==> src/rtl/whack_pkg.sv <==
// Shared definitions for the UART command decoder.
//   - ASCII command and response codes exchanged with the PC
//   - Parser state encoding
//   - bcd_to_ascii: converts one BCD digit to its ASCII character
package whack_pkg;

  localparam logic [7:0] CMD_START    = 8'h53;  // 'S'
  localparam logic [7:0] CMD_HIT      = 8'h48;  // 'H'
  localparam logic [7:0] CMD_WHACK    = 8'h57;  // 'W'
  localparam logic [7:0] CMD_QUERY    = 8'h51;  // 'Q'
  localparam logic [7:0] RSP_BUSY     = 8'h42;  // 'B'
  localparam logic [7:0] RSP_INACTIVE = 8'h58;  // 'X'
  localparam logic [7:0] RSP_ERR      = 8'h3F;  // '?'
  localparam logic [7:0] CR           = 8'h0D;
  localparam logic [7:0] LF           = 8'h0A;
  localparam logic [7:0] ASCII_ZERO   = 8'h30;  // '0'

  typedef enum logic [0:0] {
    ST_IDLE     = 1'b0,
    ST_WAIT_ARG = 1'b1
  } parser_state_t;

  function automatic logic [7:0] bcd_to_ascii(input logic [3:0] digit);
    return ASCII_ZERO + {4'h0, digit};
  endfunction

endpackage

==> src/rtl/uart_cmd_decoder_if.sv <==
// Signal bundle between the decoder and its neighbours
// (uart_rx, uart_tx, game FSM, score counter).
//   slave  : the decoder's view (consumes rx bytes and status, drives pulses and tx)
//   master : the environment's view (drives rx bytes and status, observes outputs)
interface uart_cmd_decoder_if #(
  parameter int NUM_MOLES = 5
) ();
  logic [7:0]           rx_data;
  logic                 rx_ready;
  logic                 tx_busy;
  logic                 game_active;
  logic [7:0]           score_bcd;
  logic                 start_pulse;
  logic                 hit_pulse;
  logic [NUM_MOLES-1:0] whack_onehot;
  logic                 tx_start;
  logic [7:0]           tx_data;
  logic                 overflow;

  modport slave (
    input  rx_data, rx_ready, tx_busy, game_active, score_bcd,
    output start_pulse, hit_pulse, whack_onehot, tx_start, tx_data, overflow
  );

  modport master (
    output rx_data, rx_ready, tx_busy, game_active, score_bcd,
    input  start_pulse, hit_pulse, whack_onehot, tx_start, tx_data, overflow
  );
endinterface

==> src/rtl/resp_fifo.sv <==
// Synchronous response FIFO.
// Ports:
//   clock, reset : clock and asynchronous active-high reset
//   push         : number of bytes written this cycle (0, 1 or 2)
//   push_data    : push_data[0] is written first, push_data[1] second
//   pop          : drop the head entry
//   head         : oldest entry (valid when count != 0)
//   count        : current occupancy, 0..DEPTH
// The caller must never push more than the free space or pop when empty;
// a simultaneous push and pop is allowed.
module resp_fifo #(
  parameter int DEPTH = 4,
  parameter int WIDTH = 8
) (
  input  logic                        clock,
  input  logic                        reset,
  input  logic [1:0]                  push,
  input  logic [1:0][WIDTH-1:0]       push_data,
  input  logic                        pop,
  output logic [WIDTH-1:0]            head,
  output logic [$clog2(DEPTH):0]      count
);
  localparam int AW = $clog2(DEPTH);

  logic [WIDTH-1:0] r_mem [DEPTH];
  logic [AW-1:0]    r_wr_ptr;
  logic [AW-1:0]    r_rd_ptr;
  logic [AW:0]      r_count;
  logic [AW-1:0]    w_wr_ptr_p1;

  // DEPTH is a power of two, so pointer arithmetic wraps naturally.
  assign w_wr_ptr_p1 = r_wr_ptr + AW'(1);

  // Storage is not reset: only the pointers define which entries are live.
  always_ff @(posedge clock) begin
    if (push != 2'd0) r_mem[r_wr_ptr] <= push_data[0];
    if (push == 2'd2) r_mem[w_wr_ptr_p1] <= push_data[1];
  end

  always_ff @(posedge clock or posedge reset) begin
    if (reset) begin
      r_wr_ptr <= '0;
      r_rd_ptr <= '0;
      r_count  <= '0;
    end else begin
      r_wr_ptr <= r_wr_ptr + AW'(push);
      r_rd_ptr <= r_rd_ptr + AW'(pop);
      r_count  <= r_count + (AW+1)'(push) - (AW+1)'(pop);
    end
  end

  assign head  = r_mem[r_rd_ptr];
  assign count = r_count;

endmodule

==> src/rtl/uart_cmd_decoder.sv <==
// PC-to-FPGA command decoder.
// Parses bytes from uart_rx into one-cycle game control pulses and queues
// ASCII responses for uart_tx through resp_fifo.
// Ports:
//   clock : system clock
//   reset : asynchronous active-high reset
//   bus   : uart_cmd_decoder_if.slave
//           in : rx_data, rx_ready, tx_busy, game_active, score_bcd
//           out: start_pulse, hit_pulse, whack_onehot, tx_start, tx_data, overflow
module uart_cmd_decoder
  import whack_pkg::*;
#(
  parameter int TIMEOUT_CLKS = 1_000_000,
  parameter int FIFO_DEPTH   = 4,
  parameter int NUM_MOLES    = 5
) (
  input  logic               clock,
  input  logic               reset,
  uart_cmd_decoder_if.slave  bus
);
  localparam int               CNT_W    = (TIMEOUT_CLKS > 1) ? $clog2(TIMEOUT_CLKS) : 1;
  localparam logic [CNT_W-1:0] TMO_LAST = CNT_W'(TIMEOUT_CLKS - 1);
  localparam int               AW       = $clog2(FIFO_DEPTH);
  localparam logic [AW:0]      DEPTH_C  = (AW+1)'(FIFO_DEPTH);

  parser_state_t          r_state, w_state_next;
  logic [CNT_W-1:0]       r_tmo_cnt, w_tmo_cnt_next;
  logic                   r_start_pulse, w_start_next;
  logic                   r_hit_pulse, w_hit_next;
  logic [NUM_MOLES-1:0]   r_whack, w_whack_next;
  logic                   r_tx_start;
  logic [7:0]             r_tx_data;
  logic                   r_overflow;

  logic [1:0]             w_rsp_n;      // response bytes requested this cycle
  logic [1:0][7:0]        w_rsp_data;
  logic [1:0]             w_push;
  logic                   w_pop;
  logic                   w_fits;
  logic [7:0]             w_head;
  logic [AW:0]            w_count;
  logic [AW:0]            w_free;
  logic                   w_is_digit;
  logic [7:0]             w_arg_idx;

  assign w_arg_idx  = bus.rx_data - ASCII_ZERO;
  assign w_is_digit = (bus.rx_data >= ASCII_ZERO) &&
                      (bus.rx_data < (ASCII_ZERO + 8'(NUM_MOLES)));

  // Parser next-state and requested actions.
  always_comb begin
    w_state_next   = r_state;
    w_tmo_cnt_next = r_tmo_cnt;
    w_start_next   = 1'b0;
    w_hit_next     = 1'b0;
    w_whack_next   = '0;
    w_rsp_n        = 2'd0;
    w_rsp_data[0]  = RSP_ERR;
    w_rsp_data[1]  = RSP_ERR;

    case (r_state)
      ST_IDLE: begin
        if (bus.rx_ready) begin
          case (bus.rx_data)
            CMD_START: begin
              if (!bus.game_active) begin
                w_start_next = 1'b1;
              end else begin
                w_rsp_n       = 2'd1;
                w_rsp_data[0] = RSP_BUSY;
              end
            end
            CMD_HIT: begin
              if (bus.game_active) begin
                w_hit_next = 1'b1;
              end else begin
                w_rsp_n       = 2'd1;
                w_rsp_data[0] = RSP_INACTIVE;
              end
            end
            CMD_WHACK: begin
              w_state_next   = ST_WAIT_ARG;
              w_tmo_cnt_next = '0;
            end
            CMD_QUERY: begin
              w_rsp_n       = 2'd2;
              w_rsp_data[0] = bcd_to_ascii(bus.score_bcd[7:4]);
              w_rsp_data[1] = bcd_to_ascii(bus.score_bcd[3:0]);
            end
            CR, LF: begin
            end
            default: w_rsp_n = 2'd1;
          endcase
        end
      end

      ST_WAIT_ARG: begin
        if (bus.rx_ready) begin
          // The argument byte is always consumed here, never re-parsed.
          w_state_next = ST_IDLE;
          if (w_is_digit && bus.game_active) begin
            w_whack_next = NUM_MOLES'(1) << w_arg_idx;
          end else if (w_is_digit) begin
            w_rsp_n       = 2'd1;
            w_rsp_data[0] = RSP_INACTIVE;
          end else begin
            w_rsp_n = 2'd1;
          end
        end else if (r_tmo_cnt == TMO_LAST) begin
          w_state_next = ST_IDLE;
          w_rsp_n      = 2'd1;
        end else begin
          w_tmo_cnt_next = r_tmo_cnt + CNT_W'(1);
        end
      end

      default: w_state_next = ST_IDLE;
    endcase
  end

  // Admission uses occupancy before any same-cycle pop, so a query needs
  // two genuinely free slots and is written all-or-nothing.
  assign w_free = DEPTH_C - w_count;
  assign w_fits = ((AW+1)'(w_rsp_n) <= w_free);
  assign w_push = w_fits ? w_rsp_n : 2'd0;

  // The r_tx_start term covers the cycle before uart_tx raises tx_busy.
  assign w_pop = (w_count != '0) && !bus.tx_busy && !r_tx_start;

  resp_fifo #(
    .DEPTH (FIFO_DEPTH),
    .WIDTH (8)
  ) u_resp_fifo (
    .clock     (clock),
    .reset     (reset),
    .push      (w_push),
    .push_data (w_rsp_data),
    .pop       (w_pop),
    .head      (w_head),
    .count     (w_count)
  );

  always_ff @(posedge clock or posedge reset) begin
    if (reset) begin
      r_state       <= ST_IDLE;
      r_tmo_cnt     <= '0;
      r_start_pulse <= 1'b0;
      r_hit_pulse   <= 1'b0;
      r_whack       <= '0;
      r_tx_start    <= 1'b0;
      r_tx_data     <= 8'h00;
      r_overflow    <= 1'b0;
    end else begin
      r_state       <= w_state_next;
      r_tmo_cnt     <= w_tmo_cnt_next;
      r_start_pulse <= w_start_next;
      r_hit_pulse   <= w_hit_next;
      r_whack       <= w_whack_next;
      r_tx_start    <= w_pop;
      if (w_pop) r_tx_data <= w_head;
      if ((w_rsp_n != 2'd0) && !w_fits) r_overflow <= 1'b1;
    end
  end

  assign bus.start_pulse  = r_start_pulse;
  assign bus.hit_pulse    = r_hit_pulse;
  assign bus.whack_onehot = r_whack;
  assign bus.tx_start     = r_tx_start;
  assign bus.tx_data      = r_tx_data;
  assign bus.overflow     = r_overflow;

endmodule

==> src/flat_wrapper.sv <==
// flat-port wrapper written by rule: the top's interface ports become plain ports
module uart_cmd_decoder_flat import whack_pkg::*;
#(
  parameter int TIMEOUT_CLKS = 1_000_000,
  parameter int FIFO_DEPTH   = 4,
  parameter int NUM_MOLES    = 5
)
  (clock, reset, bus_rx_data, bus_rx_ready, bus_tx_busy, bus_game_active, bus_score_bcd, bus_start_pulse, bus_hit_pulse, bus_whack_onehot, bus_tx_start, bus_tx_data, bus_overflow);
  uart_cmd_decoder_if #(.NUM_MOLES(NUM_MOLES)) bus_i ();
  input  logic clock;
  input  logic reset;
  input wire logic [$bits(bus_i.rx_data)-1:0] bus_rx_data;
  input wire logic [$bits(bus_i.rx_ready)-1:0] bus_rx_ready;
  input wire logic [$bits(bus_i.tx_busy)-1:0] bus_tx_busy;
  input wire logic [$bits(bus_i.game_active)-1:0] bus_game_active;
  input wire logic [$bits(bus_i.score_bcd)-1:0] bus_score_bcd;
  output wire logic [$bits(bus_i.start_pulse)-1:0] bus_start_pulse;
  output wire logic [$bits(bus_i.hit_pulse)-1:0] bus_hit_pulse;
  output wire logic [$bits(bus_i.whack_onehot)-1:0] bus_whack_onehot;
  output wire logic [$bits(bus_i.tx_start)-1:0] bus_tx_start;
  output wire logic [$bits(bus_i.tx_data)-1:0] bus_tx_data;
  output wire logic [$bits(bus_i.overflow)-1:0] bus_overflow;
  assign bus_i.rx_data = bus_rx_data;
  assign bus_i.rx_ready = bus_rx_ready;
  assign bus_i.tx_busy = bus_tx_busy;
  assign bus_i.game_active = bus_game_active;
  assign bus_i.score_bcd = bus_score_bcd;
  assign bus_start_pulse = bus_i.start_pulse;
  assign bus_hit_pulse = bus_i.hit_pulse;
  assign bus_whack_onehot = bus_i.whack_onehot;
  assign bus_tx_start = bus_i.tx_start;
  assign bus_tx_data = bus_i.tx_data;
  assign bus_overflow = bus_i.overflow;
  uart_cmd_decoder #(.TIMEOUT_CLKS(TIMEOUT_CLKS), .FIFO_DEPTH(FIFO_DEPTH), .NUM_MOLES(NUM_MOLES)) u_core (.clock(clock), .reset(reset), .bus(bus_i));
endmodule
==> config.mk <==
export PLATFORM = sky130hd
export DESIGN_NAME = uart_cmd_decoder_flat
export DESIGN_NICKNAME = d
export VERILOG_FILES = /design/src/rtl/whack_pkg.sv /design/src/rtl/uart_cmd_decoder_if.sv /design/src/rtl/resp_fifo.sv /design/src/rtl/uart_cmd_decoder.sv /design/src/flat_wrapper.sv
export SDC_FILE = /design/constraint.sdc
export NUM_CORES = 1
export LEC_CHECK = 0
export ABC_AREA = 1
export CAP_MARGIN = 20
export CORE_ASPECT_RATIO = 1.5
export CORE_MARGIN = 1
export CORE_UTILIZATION = 61
export CTS_BUF_LIST = sky130_fd_sc_hd__clkbuf_8
export DETAILED_ROUTE_END_ITERATION = 12
export PLACE_DENSITY = 0.87
export SYNTH_ARGS = -nofsm -noshare
export SYNTH_HDL_FRONTEND = slang
export SYNTH_HIERARCHICAL = 1
export SYNTH_SLANG_ARGS = --single-unit
export TNS_END_PERCENT = 50
==> constraint.sdc <==
create_clock -name clock -period 4.5 [get_ports clock]
set_clock_uncertainty 0.15 [all_clocks]
set_input_delay 0.9 -clock clock [delete_from_list [all_inputs] [get_ports clock]]
set_output_delay 0.9 -clock clock [all_outputs]
set_load 0.01 [all_outputs]
==> metrics list <==
* Minimum setup slack after placement: 146 ps
* Post-synthesis to final-layout area growth: 15.6%
- For the pin with the worst max-slew slack, the measured transition is 724 ps.
* Routed length on met1: 4160 um
* Count of nets after finishing: 738
* Slew margin rel.: 51.7%
- Number of synthesized register bits: 77
- Final worst path period need: 4040 ps
- Most used cells in the layout excluding fill and tap cells: nand2_1 (234), inv_1 (79), nand3_1 (69)
* Resized Gates After CTS: 0
- The via count of the first global-routing pass was 4245.
- Required @ worst endpoint: 4600 ps
- For this run, the detailed router's first-pass iteration total came to 5.
- Slowest cell on the critical path: clkdlybuf4s50_1
* Max-cap check violation count: 0
- In this run the vertical extent of the chip is 111 um.
- By instance count, the cell type seen most on the critical path is nand2_1.
* Setup total negative slack: 0 ps
* Vias per inst: 5.24
- Result of the run: finished, final reports clean
- The largest single stage delay on the critical path is 470 ps.
- The number of pins with negative max-slew slack in the final report is 0.
* Aggregate routed wire length: 11100 um
* Top Ports: 38
- Clock tree from TritonCTS: yes
* Setup-violating endpoint count in the final report: 0
- Along the worst path, the maximum fanout reaches 3.
* Root buffer selected by CTS: clkbuf_8
- The highest layer touched by signal routing is met4.
* Share of flip-flops with an asynchronous set or reset: 58.4%
- Maximum clock path buffer count: 2
* Number of sinks handled by clock tree synthesis: 77
* Number of inserted filler cells in the final layout: 601
* Number of synthesized flops with an enable pin: 32
- After detailed routing, the average wire length per cell comes to 13.7 um.
* Worst hold path type: reg -> reg
- Summed over all cells, the static leakage comes to 2.76 nW.
* Worst supply voltage drop on vdd: 0.000241 V
- Routability cong.: 0.981
* Total CTS buffers: 9
* Arrival @ worst endpoint: 4140 ps
* H-tree lvl count: 3
- Standard cell core area: 0.00766 sq mm
* Cell count after synthesis: 641
- Number of buffer and inverter instances along the worst setup path: 5
* Post-CTS Setup Inserts: 0
* Share of cells above drive strength 1: 11.1%
- Fmax: 248 MHz
* Cell Pwr Density: 420 mW/mm^2
* N_diodes: 0
- Measured along the x axis, the die boundary spans 74.8 um.
- Count of port buffers added during placement: 37
- The number of different library cells used by synthesis comes to 40.
- Number of design rule violations left after detail routing: 0
- Sequence of cells on the critical path: clkdlybuf4s50_1, inv_1, nand2_1, nor2_1, nand2_1, nand2_1, nor2_1, nand2_1, nand3_1, inv_1, ha_1, nand2_1, and3_1, nor2_1, inv_2, ha_1, fa_1, inv_1, nand2_1, nand3b_1, nand2_1
- Summed over all layers, the global routing overflow is 0.
* Met2 routed WL: 6170 um
- After clock tree synthesis, the flow added hold-fix buffers numbering 0.
- Kind of critical path: in -> reg
- For this configuration, the core starts out at a cell density of 63.3%.
* Type of element launching the critical path: input pin
- Final Hold Violating Endpoints: 0
- Vias post-DR: 4264
- For this run, the leading register cell type out of synthesis is dfrtp_1.
- Once detail routing completed, the nets flagged for antenna violations numbered 0.
- Most common library cell in the layout ignoring fill and taps: nand2_1
* Clock latency of the later-clocked register in the worst-skew pair: 350 ps
- PnR worst setup slack: 460 ps
- Overall global routing resource usage: 29.9%
- Netlist area before placement: 0.00485 sq mm
- Share of the yosys chip area belonging to registers: 43.1%
- Entering global routing, the biggest net connects 39 pins.
* Row count: 39
* Mean cell area of the mapped netlist: 7.56 sq um
- Routed length on met3: 423 um
* Die Outline Area: 0.00831 sq mm
* Ratio of final minimum period to clock period: 89.8%
* Delay-heaviest family, CP: simple AND/OR/NAND/NOR gates
* Antenna violations before repair: 0
- Setup repair after global routing left no endpoint under its margin.
- Hpwl dp: 8420 um
- Kind of capture point of the worst setup path: flip-flop
- Clock-pin slew was measured on the worst setup and hold paths at 80 ps.
- For this block, the initial DRC count from the detailed router was 282.
- Total of warnings raised by yosys: 6
- The first global-routing pass estimated 18700 um of wire.
per-layer routing:
layer	vias to the layer above	GRT usage, %
li1	2126	-
met3	39	6.00
met4	0	15.1
met1	1973	31.7
met5	-	0
met2	126	53.7
power breakdown:
group          switching [W]  internal (W)
Clock               0.000244      0.000322
Sequential          0.000127      0.000886
Combinational       0.000474      0.000301
Total               0.000846       0.00151
worst reg2reg max path, cell delays in order (launching register included):
cell,delay (ps)
dfrtp_1,470
ha_1,280
nand2_1,150
nor2_2,210
nand3_2,150
nand2_2,110
nand2_1,90
nand3_1,90
inv_1,50
ha_1,280
nand2_1,50
and3_1,200
nor2_1,160
inv_2,100
ha_1,340
fa_1,440
inv_1,60
nand2_1,60
nand3b_1,90
nand2_1,60
registers in the layout, summed over array words and instances, names as in the netlist:
signal,flops
u_core/r_state,1
u_core/bus.start_pulse,1
u_core/u_resp_fifo/r_mem,32
u_core/bus.overflow,1
u_core/bus.tx_start,1
u_core/bus.hit_pulse,1
u_core/bus.whack_onehot,5
u_core/u_resp_fifo/r_wr_ptr,2
u_core/u_resp_fifo/count,3
u_core/u_resp_fifo/r_rd_ptr,2
u_core/bus.tx_data,8
u_core/r_tmo_cnt,20
worst paths after layout:
check	cells past startpoint	from	end	slack (ps)
worst max-delay path	21	bus_rx_data[7]	u_core/u_resp_fifo/count[2]$_DFF_PP0_	460
worst min-delay path	2	u_core/bus.overflow$_DFFE_PP0P_	u_core/bus.overflow$_DFFE_PP0P_	320
worst max register to register	19	u_core/r_tmo_cnt[0]$_DFFE_PP0P_	u_core/u_resp_fifo/count[2]$_DFF_PP0_	820
worst min register to register	2	u_core/bus.overflow$_DFFE_PP0P_	u_core/bus.overflow$_DFFE_PP0P_	320
max in group asynchronous	3	reset	u_core/r_tmo_cnt[2]$_DFFE_PP0P_	2970
min in group asynchronous	2	reset	u_core/u_resp_fifo/count[0]$_DFF_PP0_	660
cell usage after synthesis (2+ instances only):
cell,n,area share (%)
nand2_4,2,0.46
clkbuf_1,2,0.15
nor2_8,3,1.2
a21oi_1,2,0.21
xor2_1,12,2.2
conb_1,2,0.15
xnor2_1,2,0.36
inv_2,6,0.46
ha_1,10,2.6
nand4_1,7,0.90
nand2_2,6,0.77
edfxtp_1,32,20
buf_8,3,0.93
inv_1,77,6.0
o21ai_2,10,1.8
a31oi_1,3,0.39
or2_2,14,1.8
nor2_2,5,0.65
nor2_1,57,4.4
nand3_2,2,0.41
nand2_1,234,18
nor3_1,5,0.52
o21ai_0,10,1.0
nor2_4,3,0.70
buf_2,2,0.21
nand3_1,69,7.1
buf_6,2,0.46
dfrtp_1,45,23
nor3_2,3,0.62
kinds of logic after synthesis:
kind of cell               count (synthesis)  synth area share [%]
adders and majority gates                 11                  3.00
other                                      2                 0.155
and+or+nand+nor                          414                  38.3
buffers and inverters                     94                  8.42
xor gates and xnor gates                  14                  2.53
AOI/OAI and AO/OA                         29                  4.54
DFF                                       77                  43.1
area by class of cell:
type	count	area, sq um	area share [%]
inverter	84	315	5.63
sequential	77	2090	37.2
clock inverter	6	80.1	1.43
timing repair buffer	46	438	7.81
multi-input combinational	488	2420	43.2
tap	102	128	2.28
clock buffer	10	138	2.46
through the flow:
stage / utilization, % / power [W] / std cells / hold slack (ps) / cell area, sq um
3_3_place_gp: 70.3 / 0.00173 / 797 / 299 / 5390
6_report: 73.2 / 0.00236 / 813 / 319 / 5600
5_1_grt: 73.2 / 0.00253 / 813 / 350 / 5600
3_5_place_dp: 70.3 / 0.00179 / 797 / 308 / 5390
2_1_floorplan: - / 0.00152 / 659 / 303 / 4910
4_1_cts: 73.2 / 0.00237 / 813 / 327 / 5600
Note: power is estimated with default switching activity, not from simulation.
